[src/rtl/quad_step_decoder.sv]
// Quadrature A/B decoder: synchronizer, glitch filter, x4 decode and a
// detent divider that drives an up/down counter's inc_en/dec_en inputs.
module quad_step_decoder #(
    parameter int SYNC_STAGES   = 2,
    parameter int FILTER_CYCLES = 4,
    parameter int PULSE_DIV     = 4
) (
    input  logic clk,
    input  logic s_reset,
    input  logic enable,
    input  logic quad_a,
    input  logic quad_b,
    input  logic err_clr,
    output logic inc_en,
    output logic dec_en,
    output logic dir,
    output logic err
);

    localparam int SETTLE_LEN = SYNC_STAGES + FILTER_CYCLES;
    localparam int SW = $clog2(SETTLE_LEN + 1);
    localparam int FW = $clog2(FILTER_CYCLES + 1);
    localparam int AW = $clog2(PULSE_DIV + 1) + 1;

    localparam logic [SW-1:0] SETTLE_LAST = SW'(SETTLE_LEN - 1);
    localparam logic [FW-1:0] FILT_LAST = FW'(FILTER_CYCLES - 1);
    localparam logic signed [AW-1:0] ACC_TOP = AW'(PULSE_DIV - 1);
    localparam logic signed [AW-1:0] ACC_BOT = -ACC_TOP;
    localparam logic signed [AW-1:0] ONE = 1;

    typedef enum logic {
        SETTLE,
        RUN
    } state_t;

    state_t state;
    logic [SYNC_STAGES-1:0] sync_a_q;
    logic [SYNC_STAGES-1:0] sync_b_q;
    logic sync_a;
    logic sync_b;
    logic filt_a;
    logic filt_b;
    logic [FW-1:0] cnt_a;
    logic [FW-1:0] cnt_b;
    logic [SW-1:0] settle_cnt;
    logic [1:0] prev_state;
    logic [1:0] cur;
    logic signed [AW-1:0] acc;
    logic fwd;
    logic rev;
    logic bad;

    assign sync_a = sync_a_q[SYNC_STAGES-1];
    assign sync_b = sync_b_q[SYNC_STAGES-1];
    assign cur = {filt_a, filt_b};

    always_ff @(posedge clk) begin
        if (s_reset) begin
            sync_a_q <= '0;
            sync_b_q <= '0;
        end else begin
            sync_a_q <= {sync_a_q[SYNC_STAGES-2:0], quad_a};
            sync_b_q <= {sync_b_q[SYNC_STAGES-2:0], quad_b};
        end
    end

    // A level is accepted only after FILTER_CYCLES consecutive differing cycles.
    always_ff @(posedge clk) begin
        if (s_reset) begin
            filt_a <= 1'b0;
            cnt_a  <= '0;
        end else if (state == SETTLE) begin
            filt_a <= sync_a;
            cnt_a  <= '0;
        end else if (sync_a == filt_a) begin
            cnt_a <= '0;
        end else if (cnt_a == FILT_LAST) begin
            filt_a <= sync_a;
            cnt_a  <= '0;
        end else begin
            cnt_a <= cnt_a + 1'b1;
        end
    end

    always_ff @(posedge clk) begin
        if (s_reset) begin
            filt_b <= 1'b0;
            cnt_b  <= '0;
        end else if (state == SETTLE) begin
            filt_b <= sync_b;
            cnt_b  <= '0;
        end else if (sync_b == filt_b) begin
            cnt_b <= '0;
        end else if (cnt_b == FILT_LAST) begin
            filt_b <= sync_b;
            cnt_b  <= '0;
        end else begin
            cnt_b <= cnt_b + 1'b1;
        end
    end

    always_comb begin
        fwd = 1'b0;
        rev = 1'b0;
        case ({prev_state, cur})
            4'b0001, 4'b0111, 4'b1110, 4'b1000: fwd = 1'b1;
            4'b0010, 4'b1011, 4'b1101, 4'b0100: rev = 1'b1;
            default: ;
        endcase
        bad = (prev_state ^ cur) == 2'b11;
    end

    // err set is evaluated after err_clr so a coincident illegal edge wins.
    always_ff @(posedge clk) begin
        if (s_reset) begin
            state      <= SETTLE;
            settle_cnt <= '0;
            prev_state <= 2'b00;
            acc        <= '0;
            inc_en     <= 1'b0;
            dec_en     <= 1'b0;
            dir        <= 1'b0;
            err        <= 1'b0;
        end else begin
            inc_en     <= 1'b0;
            dec_en     <= 1'b0;
            prev_state <= cur;
            if (err_clr) err <= 1'b0;
            case (state)
                SETTLE: begin
                    if (settle_cnt == SETTLE_LAST) state <= RUN;
                    else settle_cnt <= settle_cnt + 1'b1;
                end
                RUN: begin
                    if (enable) begin
                        if (bad) begin
                            err <= 1'b1;
                            acc <= '0;
                        end else if (fwd) begin
                            if (acc == ACC_TOP) begin
                                acc    <= '0;
                                inc_en <= 1'b1;
                                dir    <= 1'b1;
                            end else begin
                                acc <= acc + ONE;
                            end
                        end else if (rev) begin
                            if (acc == ACC_BOT) begin
                                acc    <= '0;
                                dec_en <= 1'b1;
                                dir    <= 1'b0;
                            end else begin
                                acc <= acc - ONE;
                            end
                        end
                    end
                end
                default: state <= SETTLE;
            endcase
        end
    end

endmodule

[config.mk]
export PLATFORM = sky130hd
export DESIGN_NAME = quad_step_decoder
export DESIGN_NICKNAME = d
export VERILOG_FILES = /design/src/rtl/quad_step_decoder.sv
export SDC_FILE = /design/constraint.sdc
export NUM_CORES = 1
export LEC_CHECK = 0
export BUFFER_PORTS_ARGS = -buffer_cell sky130_fd_sc_hd__buf_2
export CORE_ASPECT_RATIO = 1.1
export CORE_MARGIN = 1
export CORE_UTILIZATION = 62
export DETAILED_ROUTE_END_ITERATION = 16
export GPL_ROUTABILITY_DRIVEN = 0
export GPL_TIMING_DRIVEN = 0
export PLACE_DENSITY = 0.83
export SLEW_MARGIN = 20
export SYNTH_ARGS = -nofsm -noshare
export SYNTH_HDL_FRONTEND = slang
export SYNTH_SLANG_ARGS = --single-unit
export TNS_END_PERCENT = 30
[constraint.sdc]
create_clock -name clk -period 4.2 [get_ports clk]
set_input_delay 0.42 -clock clk [delete_from_list [all_inputs] [get_ports clk]]
set_output_delay 0.42 -clock clk [all_outputs]
set_load 0.02 [all_outputs]
==> results.txt <==
----------------------------------------------------
[Outcome]
  Outcome ... finished clean

[Hold path]
  Min-Delay Path Depth ... 2
  Class of the tightest hold or removal check ... input port to flip-flop
  HP Start ... quad_b
  Worst Hold End ... sync_b_q[0]

[Die]
  Effective utilization at floorplan ... 67.9%
  Number of placement rows ... 16
  Die Span Y ... between 40 and 50 microns
  Number of top-level pins ... 10
  Placeable core region ... 1840 sq um
  Die area ... about 2200 sq um
  Die boundary width ... 44.8 microns

[Clock tree]
  CTS max path bufs ... 2
  CTS tree ... built
  Count of instances resized after the clock tree is built ... 0
  Post-CTS setup buffer count ... 0
  CTS HTree Levels ... 1
  Clk_lat worst skew ... 310 ps
  Hold-fix buffers, CTS ... 0
  Number of clock buffers inserted by TritonCTS ... 3
  CTS root buf ... clkbuf_4
  Sink count of the clock tree ... 26
  Clock input transition at the sequential cells of the worst setup and hold paths ... ~120 ps

[Detailed routing]
  Number of search-and-repair iterations in the first detailed-routing pass ... 4
  DRT iter0 DRCs ... 13
  Number of remaining DRC errors ... 0
  Total via count after detailed routing ... approximately 930
  Remaining number of nets flagged by the antenna check after routing ... 0
  Vias per Instance ... between 5 and 6
  Detail-routed net length per standard cell ... about 12 microns
  Wire length reported by the detailed router ... approximately 2 mm

[Timing]
  Portion of the clock cycle consumed by the worst path in the final layout ... 39.4%
  Number of failing hold endpoints at the final stage ... 0
  Final setup TNS ... 0 ps
  Transition time at the pin with the least slew margin ... 456 ps
  Number of setup violations in the final report ... 0
  Count of final max-slew check failures ... 0
  Setup clock skew after layout ... just over 0.8 ps
  Fin worst setup slack ... around 2500 ps
  Achievable Freq ... ~0.60 GHz
  RSZ-0062 raised after global routing ... false
  Min cycle time layout ... 1660 ps
  Worst max-slew margin expressed relative to the limit ... a little over two thirds

[GRT]
  Wire length of the first global-routing pass ... approximately 3.6 mm
  All-layer global routing usage ... between 20% and 30%
  Remaining Overflow, GRT ... 0
  Maximum number of pins on one net before global-route repair ... 14
  Vias in the first global route ... slightly above 900
  Antenna violations before repair ... 0

[Critical path]
  Worst-path cell chain ... buf_2, xnor2_1, xor2_1, nand2_1, o41ai_2
  Critical setup path kind ... flip-flop to flip-flop
  Worst setup slack for register-to-register paths ... between 2000 and 3000 ps
  Critical path buffer and inverter count ... 1
  Data required time of the critical path ... approximately 4400 ps
  Endpoint of the most critical register-to-register path ... acc[0]
  Critical Path AT ... about 1900 ps
  FF-to-FF Start ... filt_a
  Master of the slowest instance on the critical path ... xor2_1
  Kind of cell with the highest combined delay on the critical path ... XOR/XNOR gates
  Crit Path Max Fanout ... 6
  R2r worst-path depth ... 5
  Type of element capturing the critical path ... flip-flop
  Largest incremental delay on the critical path ... slightly above 400 ps
  Critical Path Source Type ... flip-flop

[Synthesis]
  Number of flops mapped to enable cells by yosys ... 0
  Ranking of synthesized cells by area ... dfxtp_1 (42%), ha_1 (9.0%), nor2_1 (4.5%)
  Synthesized net count ... ~150
  Commonest register cell after synthesis ... dfxtp_1
  Share of flip-flops with an asynchronous set or reset after synthesis ... 0%
  Share of synthesized area occupied by flip-flops and latches ... a little over two fifths
  Number of synthesis warnings ... 0
  Number of register bits inferred by synthesis ... 26
  Post-Syn Area per Cell ... around 9.5 sq um
  Number of distinct library cell variants in the gate-level netlist after synthesis ... 39
  Post-Syn Area ... around 1200 sq um
  Leading area contributor after synthesis ... dfxtp_1
  Synth top area share ... a little over two fifths
  Count of mapped cells out of synthesis ... 132

[Layout]
  Most frequent cells in the layout ... dfxtp_1 (26), nor2_1 (15), inv_1 (10), buf_2 (10), ha_1 (9)
  Number of diodes ... 0
  Area growth from synthesis to final layout ... 8.11%
  Design area ... 1350 sq um
  Share of cells above drive strength 1 ... between 15 and 20%
  Leading cell type in the layout, fill and taps excluded ... dfxtp_1
  Final-stage net count ... around 160

[Placed design]
  Detailed Place HPWL ... about 1.6 mm
  Instance area at placement ... roughly 1300 sq um
  Worst slack at placement ... between 2000 and 3000 ps
  Count of buffers from port buffering ... 9

[Pwr]
  Sw frac ... 23.3%
  Combinational share of power ... under 10%
  Power spent charging and discharging nets ... approximately 0.00009 W
  Relative contribution of the clock network to total power ... around a quarter
  Power per Cell Area ... slightly below 300 nW/um^2
  Cell leakage power ... approximately 0.54 nW
  IR Drop Worst-Case VDD ... around 0.00022 V
  Cell-internal power ... 0.000305 W
  Register share of total power ... approximately 66%
  Final total power ... roughly 0.00040 W

[Job]
  Max-cap violation count ... 0

----------------------------------------------------
[Yosys cell counts, drive strengths merged (2+ instances only)]
library cell  count
nor2             15
nor3              4
a21oi             6
nand3             2
inv              10
mux2i             2
clkbuf            3
xor2              3
nand2             8
o21ai             3
or3               2
ha                9
nand2b            3
o2111ai           2
dfxtp            26
nand3b            3
o2111a            2
buf               2
xnor2             7
nor2b             6
[through the flow]
| stage | utilization (%) | cells | hold slack (ps) |
|---|---|---|---|
| finish | 73.4 | 171 | 305 |
| global route | 73.4 | 171 | 296 |
| CTS | 73.4 | 171 | 302 |
| detailed placement | 72.1 | 168 | 415 |
| global placement | 72.1 | 168 | 407 |
| floorplan | - | 132 | 399 |
[sequential cells by signal, indices dropped and copies added (netlist names)]
register and cells:
acc 4, cnt_a 3, cnt_b 3, dec_en 1, dir 1, err 1, filt_a 1, filt_b 1
inc_en 1, prev_state 2, settle_cnt 3, state 1, sync_a_q 2, sync_b_q 2
[cells by family after synthesis]
family / Yosys count / share of synthesized area [%]
flops: 26 / 41.6
xor+xnor: 10 / 8.21
mux: 3 / 3.40
buf+inv: 15 / 4.91
fa+ha+maj: 9 / 9.01
compound gates: 20 / 12.0
simple gates: 49 / 20.8
[cell type report]
class,instances,area (sq um)
repair buffers,9,45.0
multi-input cells,91,668
well taps,27,33.8
fillers,148,490
clock buffers,3,22.5
flip-flops and latches,26,520
inverters,10,37.5
plain buffers,5,23.8
[worst max path at each step]
stage / from / end / slack, ps / cells past startpoint
after floorplan: filt_a / acc[3] / 2780 / 5
after global placement: s_reset / acc[0] / 2540 / 5
after detailed placement: s_reset / acc[0] / 2530 / 5
after CTS: filt_a / acc[0] / 2560 / 5
after global routing: filt_a / acc[0] / 2390 / 5
final: filt_a / acc[0] / 2540 / 5
[power groups by stage]
stage                     Combinational [W]  Clock, W  Sequential [W]
after floorplan                   0.0000281         0        0.000265
after global placement            0.0000345         0        0.000266
after detailed placement          0.0000365         0        0.000266
after CTS                         0.0000367  0.000103        0.000261
after global routing              0.0000415  0.000114        0.000262
final                             0.0000362  0.000101        0.000261
[worst reg2reg max path: stages (launching register included)]
cell	delay (ps)
dfxtp_1	310
buf_2	160
xnor2_1	290
xor2_1	410
nand2_1	180
o41ai_2	220
[metal layers]
metal	vias to the layer above	share of wire, %	GRT usage (%)
li1	476	-	-
met1	421	43	25.6
met2	22	51	41.2
met3	6	3.2	3.33
met4	0	1.9	7.07
met5	-	0	0
Note: power is estimated with default switching activity, not from simulation.
